`config.mk`:
```
export PLATFORM = sky130hd
export DESIGN_NAME = ssd_scan_driver
export DESIGN_NICKNAME = d
export VERILOG_FILES = /design/src/rtl/ssd_pkg.sv /design/src/rtl/ssd_seg_decode.sv /design/src/rtl/ssd_scan_driver.sv
export SDC_FILE = /design/constraint.sdc
export NUM_CORES = 1
export LEC_CHECK = 0
export BUFFER_PORTS_ARGS = -buffer_cell sky130_fd_sc_hd__buf_2
export CAP_MARGIN = 20
export CORE_MARGIN = 2
export CORE_UTILIZATION = 52
export CTS_BUF_LIST = sky130_fd_sc_hd__clkbuf_16
export CTS_CLUSTER_SIZE = 28
export DETAILED_ROUTE_END_ITERATION = 16
export GPL_ROUTABILITY_DRIVEN = 0
export PLACE_DENSITY = 0.73
export SYNTH_ARGS = -nofsm -noshare
export SYNTH_HDL_FRONTEND = slang
export SYNTH_SLANG_ARGS = --single-unit
```
`constraint.sdc`:
```
create_clock -name Clk -period 6.1 [get_ports Clk]
set_clock_uncertainty 0.1 [all_clocks]
set_input_delay 0.61 -clock Clk [delete_from_list [all_inputs] [get_ports Clk]]
set_output_delay 0.61 -clock Clk [all_outputs]
set_load 0.02 [all_outputs]
```
`src/rtl/ssd_pkg.sv`:
```
// Shared constants for the seven-segment scan driver.
// Digit codes and active-low {a..g} segment patterns.
package ssd_pkg;

    localparam logic [4:0] SSD_BLANK = 5'd16;
    localparam logic [4:0] SSD_DASH  = 5'd17;

    localparam logic [6:0] SEG_0    = 7'b0000001;
    localparam logic [6:0] SEG_1    = 7'b1001111;
    localparam logic [6:0] SEG_2    = 7'b0010010;
    localparam logic [6:0] SEG_3    = 7'b0000110;
    localparam logic [6:0] SEG_4    = 7'b1001100;
    localparam logic [6:0] SEG_5    = 7'b0100100;
    localparam logic [6:0] SEG_6    = 7'b0100000;
    localparam logic [6:0] SEG_7    = 7'b0001111;
    localparam logic [6:0] SEG_8    = 7'b0000000;
    localparam logic [6:0] SEG_9    = 7'b0000100;
    localparam logic [6:0] SEG_A    = 7'b0001000;
    localparam logic [6:0] SEG_B    = 7'b1100000;
    localparam logic [6:0] SEG_C    = 7'b0110001;
    localparam logic [6:0] SEG_D    = 7'b1000010;
    localparam logic [6:0] SEG_E    = 7'b0110000;
    localparam logic [6:0] SEG_F    = 7'b0111000;
    localparam logic [6:0] SEG_DASH = 7'b1111110;
    localparam logic [6:0] SEG_OFF  = 7'b1111111;

endpackage

```
`src/rtl/ssd_seg_decode.sv`:
```
// Combinational digit-code to active-low segment decoder.
// Codes 0-15 are hex glyphs, 17 is a dash, all others blank.
module ssd_seg_decode
    import ssd_pkg::*;
(
    input  logic [4:0] code_i,
    output logic [6:0] seg_o
);

    // Map the 5-bit code onto its glyph
    always_comb begin
        seg_o = SEG_OFF;
        case (code_i)
            5'd0:     seg_o = SEG_0;
            5'd1:     seg_o = SEG_1;
            5'd2:     seg_o = SEG_2;
            5'd3:     seg_o = SEG_3;
            5'd4:     seg_o = SEG_4;
            5'd5:     seg_o = SEG_5;
            5'd6:     seg_o = SEG_6;
            5'd7:     seg_o = SEG_7;
            5'd8:     seg_o = SEG_8;
            5'd9:     seg_o = SEG_9;
            5'd10:    seg_o = SEG_A;
            5'd11:    seg_o = SEG_B;
            5'd12:    seg_o = SEG_C;
            5'd13:    seg_o = SEG_D;
            5'd14:    seg_o = SEG_E;
            5'd15:    seg_o = SEG_F;
            SSD_DASH: seg_o = SEG_DASH;
            default:  seg_o = SEG_OFF;
        endcase
    end

endmodule

```
`src/rtl/ssd_scan_driver.sv`:
```
// Multiplexed seven-segment scan driver with PWM dimming,
// guard interval, blinking and double-buffered display data.
module ssd_scan_driver
    import ssd_pkg::*;
#(
    parameter int N_DIGITS  = 8,
    parameter int SCAN_DIV  = 18,
    parameter int BRIGHT_W  = 4,
    parameter int GUARD_CYC = 64,
    parameter int BLINK_DIV = 26
) (
    input  logic                  Clk,
    input  logic                  Reset,
    input  logic                  Load,
    input  logic [5*N_DIGITS-1:0] DigitData,
    input  logic [N_DIGITS-1:0]   DpIn,
    input  logic [N_DIGITS-1:0]   BlinkMask,
    input  logic [BRIGHT_W-1:0]   Brightness,
    output logic [N_DIGITS-1:0]   An,
    output logic [7:0]            Cathodes,
    output logic                  FrameDone
);

    localparam int DW = (N_DIGITS > 1) ? $clog2(N_DIGITS) : 1;
    localparam logic [SCAN_DIV-1:0] GUARD = SCAN_DIV'(GUARD_CYC);
    localparam logic [DW-1:0] LAST = DW'(N_DIGITS - 1);

    logic [SCAN_DIV-1:0]   slot_q, slot_d;
    logic [DW-1:0]         dig_q, dig_d;
    logic [BLINK_DIV-1:0]  blink_q, blink_d;

    logic [5*N_DIGITS-1:0] sh_code_q, act_code_q;
    logic [N_DIGITS-1:0]   sh_dp_q, act_dp_q;
    logic [N_DIGITS-1:0]   sh_mask_q, act_mask_q;
    logic [BRIGHT_W-1:0]   act_bright_q;

    logic [N_DIGITS-1:0]   an_q, an_d;
    logic [7:0]            cath_q, cath_d;
    logic                  fd_q, fd_d;

    logic                  slot_wrap;
    logic                  slot_start;
    logic [4:0]            code_sel;
    logic                  dp_sel;
    logic                  mask_sel;
    logic [BRIGHT_W-1:0]   phase;
    logic                  blink_off;
    logic                  dig_on;
    logic [6:0]            seg;

    assign slot_wrap  = &slot_q;
    assign slot_start = (slot_q == '0);
    assign phase      = slot_q[SCAN_DIV-1 -: BRIGHT_W];
    assign blink_off  = blink_q[BLINK_DIV-1];

    // Next-state of the slot, digit and blink counters
    always_comb begin
        slot_d  = slot_q + 1'b1;
        blink_d = blink_q + 1'b1;
        dig_d   = dig_q;
        if (slot_wrap) begin
            dig_d = (dig_q == LAST) ? '0 : dig_q + 1'b1;
        end
    end

    // Pick the active data belonging to the digit being scanned
    always_comb begin
        code_sel = SSD_BLANK;
        dp_sel   = 1'b0;
        mask_sel = 1'b0;
        for (int i = 0; i < N_DIGITS; i++) begin
            if (dig_q == DW'(i)) begin
                code_sel = act_code_q[5*i +: 5];
                dp_sel   = act_dp_q[i];
                mask_sel = act_mask_q[i];
            end
        end
    end

    ssd_seg_decode u_dec (
        .code_i (code_sel),
        .seg_o  (seg)
    );

    // Guard, PWM and blink gating feed the next output values
    always_comb begin
        dig_on = (slot_q >= GUARD)
              && (phase < act_bright_q)
              && !(mask_sel && blink_off);
        for (int i = 0; i < N_DIGITS; i++) begin
            an_d[i] = !(dig_on && (dig_q == DW'(i)));
        end
        cath_d = dig_on ? {seg, ~dp_sel} : 8'hFF;
        fd_d   = slot_wrap && (dig_q == LAST);
    end

    // Free-running scan and blink counters
    always_ff @(posedge Clk or posedge Reset) begin
        if (Reset) begin
            slot_q  <= '0;
            dig_q   <= '0;
            blink_q <= '0;
        end else begin
            slot_q  <= slot_d;
            dig_q   <= dig_d;
            blink_q <= blink_d;
        end
    end

    // Shadow registers take host data on each Load strobe
    always_ff @(posedge Clk or posedge Reset) begin
        if (Reset) begin
            sh_code_q <= {N_DIGITS{SSD_BLANK}};
            sh_dp_q   <= '0;
            sh_mask_q <= '0;
        end else if (Load) begin
            sh_code_q <= DigitData;
            sh_dp_q   <= DpIn;
            sh_mask_q <= BlinkMask;
        end
    end

    // Active registers refresh only at slot start so a digit never tears
    always_ff @(posedge Clk or posedge Reset) begin
        if (Reset) begin
            act_code_q   <= {N_DIGITS{SSD_BLANK}};
            act_dp_q     <= '0;
            act_mask_q   <= '0;
            act_bright_q <= '0;
        end else if (slot_start) begin
            act_code_q   <= sh_code_q;
            act_dp_q     <= sh_dp_q;
            act_mask_q   <= sh_mask_q;
            act_bright_q <= Brightness;
        end
    end

    // Registered anode, cathode and frame outputs
    always_ff @(posedge Clk or posedge Reset) begin
        if (Reset) begin
            an_q   <= '1;
            cath_q <= 8'hFF;
            fd_q   <= 1'b0;
        end else begin
            an_q   <= an_d;
            cath_q <= cath_d;
            fd_q   <= fd_d;
        end
    end

    assign An        = an_q;
    assign Cathodes  = cath_q;
    assign FrameDone = fd_q;

endmodule

```
==> flow_metrics.py <==
metrics = {
    "status": {
        "status": "finished, final reports clean",
    },
    "cts": {
        "htree_num_levels": 4,
        "numCtsBuffers": 17,
        "clockBufferDepth": 2,
        "cts_root_buffer": "clkbuf_16",
        "clock_latency_ps": 430,
        "clk_pin_slew_ps": 70,
        "post_cts_buffers": 0,
        "cts_resized": 0,
        "cts_sinks": 180,
        "postCtsHoldBufs": 0,
        "cts_tree": "yes",
    },
    "global_routing": {
        "grt_use_total_pct": 20.0,
        "grt_pass1_wl_um": 25500,
        "grt_max_degree": 107,
        "antenna_found_initial": 0,
        "grt_pass1_vias": 5261,
        "grt_overflow": 0,
    },
    "routing": {
        "wl_per_cell_um": 17.0,
        "vias": 4948,
        "firstDrtPassIters": 4,
        "dr.first_iter.drc_count": 404,
        "viasPerCell": 5.54,
        "wl_met3_um": 785,
        "drc": 0,
        "met1_length_um": 6830,
        "route.met2.wl_um": 7250,
        "top_layer": "met4",
        "wl_um": 15200,
        "final_antenna_net_count": 0,
    },
    "power_and_ir_drop": {
        "clockPowerShare_pct": 41.8,
        "internal_power_w": 0.00190,
        "power.leakage_nw": 4.08,
        "seqPwrFrac_pct": 52.5,
        "power_frac_comb_pct": 5.7,
        "sw_frac_of_total_pct": 23.0,
        "powerDensity_nw_per_um2": 274,
        "peakVddDrop_uv": 228,
        "power.switching_w": 0.000565,
    },
    "logic_synthesis": {
        "seq_area_frac_synth_pct": 57.4,
        "ys_async_sr_fraction_pct": 100,
        "synthTopCellsByArea": "dfrtp_1, mux2_2, dfstp_2, xnor2_1, ha_1",
        "netlist.area_leader.share_pct": 46.8,
        "syn_area_sq_um": 7910,
        "ys.flop_type": "dfrtp_1",
        "syn_nets": 700,
        "yosys_warnings": 0,
        "synth_seq_cells": 180,
        "synth_area_leader_cell": "dfrtp_1",
        "synth-edff-count": 0,
        "syn_inst": 619,
        "syn_avg_cell_area_sq_um": 12.8,
        "synth.distinct_cells": 55,
    },
    "setup_path": {
        "crit_end": "Cathodes[6]$_DFF_PP1_",
        "reg2reg_depth": 11,
        "path_class": "register to register",
        "cpMostUsedCell": "ha_1",
        "critical_path_buf_inv_count": 2,
        "worstPathArrival_ps": 4070,
        "cp_cell_sequence": "clkinv_1 > ha_1 > or2_0 > a211oi_1 > o22ai_1 > a22oi_2 > inv_1 > ha_1 > o21ai_0 > mux2_4 > nand2_1",
        "cpPeakStageDelay_ps": 750,
        "reg2reg_slack_ps": 2300,
        "cp-start-kind": "register",
        "crit_fanout": 21,
        "critical_path_depth": 11,
        "critPathLaunch": "dig_q[2]$_DFFE_PP0P_",
        "worstReg2RegEnd": "Cathodes[6]$_DFF_PP1_",
        "crit_family": "compound AO/OA/AOI/OAI gates",
        "cp.required_ps": 6370,
        "end_kind": "register",
        "slowest_stage": "dfrtp_1",
        "reg2reg_from": "dig_q[2]$_DFFE_PP0P_",
    },
    "sta": {
        "worst_pin_slew_ps": 921,
        "period_minus_slack_ps": 3800,
        "slew-limit-headroom_pct": 38.6,
        "fmax_mhz": 263,
        "rsz0062_at_grt": "no",
        "hold_viol": 0,
        "setup_viol": 0,
        "report.final.slew_viol_count": 0,
        "setup_tns_ps": 0,
        "fin_crit_sh_pct": 62.3,
    },
    "finish": {
        "multi_input_area_sq_um": 3120,
        "stdcell_area_sq_um": 8990,
        "layout.area.seq_sq_um": 4540,
        "syn_to_final_growth_pct": 13.6,
        "drive_gt1_share_pct": 39.1,
        "fillers": 1187,
        "nets": 773,
        "n_antenna_cell": 0,
    },
    "floorplanning": {
        "pin_count": 80,
        "chipWidth_um": 127,
        "die_y_um": 127,
        "start_util_pct": 52.6,
        "core_sq_um": 15000,
        "rows": 45,
        "die-area_sq_um": 16200,
    },
    "place": {
        "place_hpwl_um": 10600,
        "placed_cell_area_sq_um": 8440,
        "port-buffer-count": 79,
    },
    "hold_path": {
        "worstHoldPathType": "input pin to asynchronous set/reset pin",
    },
    "flow_run": {
        "max_cap_viol_count": 0,
    },
}
routing by layer:
metal / global-route usage (%) / up-vias
met4: 6.92 / 0
met3: 5.57 / 33
met5: 0 / -
li1: - / 2310
met1: 26.9 / 2471
met2: 31.6 / 134
state kept, by name, indices dropped and copies added, names as in the netlist:
register      flops
An                8
Cathodes          8
FrameDone         1
act_bright_q      4
act_code_q       40
act_dp_q          8
act_mask_q        8
blink_q          26
dig_q             3
sh_code_q        40
sh_dp_q           8
sh_mask_q         8
slot_q           18
worst min path at each step:
stage / startpoint / cells past startpoint / slack [ps] / endpoint
after floorplan: act_dp_q[7]$_DFFE_PP0N_ / 1 / 300 / Cathodes[0]$_DFF_PP1_
after global placement: act_dp_q[7]$_DFFE_PP0N_ / 1 / 320 / Cathodes[0]$_DFF_PP1_
after detailed placement: act_dp_q[7]$_DFFE_PP0N_ / 1 / 320 / Cathodes[0]$_DFF_PP1_
after CTS: DigitData[38] / 2 / 290 / sh_code_q[38]$_DFFE_PP0P_
after global routing: DigitData[15] / 2 / 290 / sh_code_q[15]$_DFFE_PP0P_
final: Reset / 2 / 290 / sh_dp_q[5]$_DFFE_PP0P_
power by group through the flow:
stage / logic (W) / clock network, W / registers, W
after floorplan: 0.000103 / 0 / 0.00130
after global placement: 0.000134 / 0 / 0.00131
after detailed placement: 0.000143 / 0 / 0.00131
after CTS: 0.000143 / 0.00105 / 0.00129
after global routing: 0.000156 / 0.00111 / 0.00130
final: 0.000140 / 0.00103 / 0.00129
area by class of cell:
type	count	area share, %
well taps	188	2.62
clock inverters	15	1.46
inverters	26	1.14
repair buffers	83	4.87
flip-flops and latches	180	50.5
multi-input cells	384	34.7
clock buffers	17	4.73
through the flow:
| stage | instances | setup slack [ps] | power (W) | hold WS [ps] | utilization (%) |
|---|---|---|---|---|---|
| floorplan | 619 | 556 | 0.00140 | 303 | - |
| detailed placement | 861 | 2380 | 0.00146 | 322 | 56.1 |
| CTS | 893 | 2330 | 0.00249 | 295 | 59.8 |
| global route | 893 | 1960 | 0.00257 | 287 | 59.8 |
| global placement | 860 | 2560 | 0.00145 | 322 | 56.0 |
| finish | 893 | 2300 | 0.00246 | 295 | 59.8 |
cell families after synthesis:
group / after synthesis / share of synthesized area, %
XOR/XNOR: 40 / 4.43
AO/OA/AOI/OAI: 68 / 5.69
flip-flops: 180 / 57.4
multiplexers: 123 / 17.5
buffers and inverters: 55 / 3.26
adder cells (fa/ha/maj): 18 / 2.85
AND/OR/NAND/NOR: 135 / 8.87
Yosys cell counts (10+ instances only):
library cell and count:
nand2_1 38, dfstp_2 32, and3_1 12, dfrtp_1 148
ha_1 18, xor2_1 12, nor2_1 14, nand3_1 26
buf_2 14, xnor2_1 28, inv_1 24, o21ai_0 14
a21oi_1 22, mux2_2 118, clkbuf_1 10
cell usage in the layout, fill, tap and decap left out, types with 3 or more instances in the layout:
master,count
dfrtp_1,148
mux2_2,118
buf_2,79
nand2_1,38
dfstp_2,32
xnor2_1,28
nand3_1,25
inv_1,24
a21oi_1,22
ha_1,18
clkbuf_16,17
nor2_1,14
o21ai_0,14
and3_1,12
xor2_1,12
nand4_1,6
inv_6,6
nor4_1,5
and4_1,4
nor2b_1,4
and2_1,4
nor3b_1,4
nand3b_1,4
mux2i_1,4
nor3_1,3
a211oi_1,3
clkinv_1,3
or3_1,3
o22ai_1,3
a21oi_2,3
o211ai_1,3
clkinvlp_4,3
buf_4,3
Power figures use the tool's default switching activity.
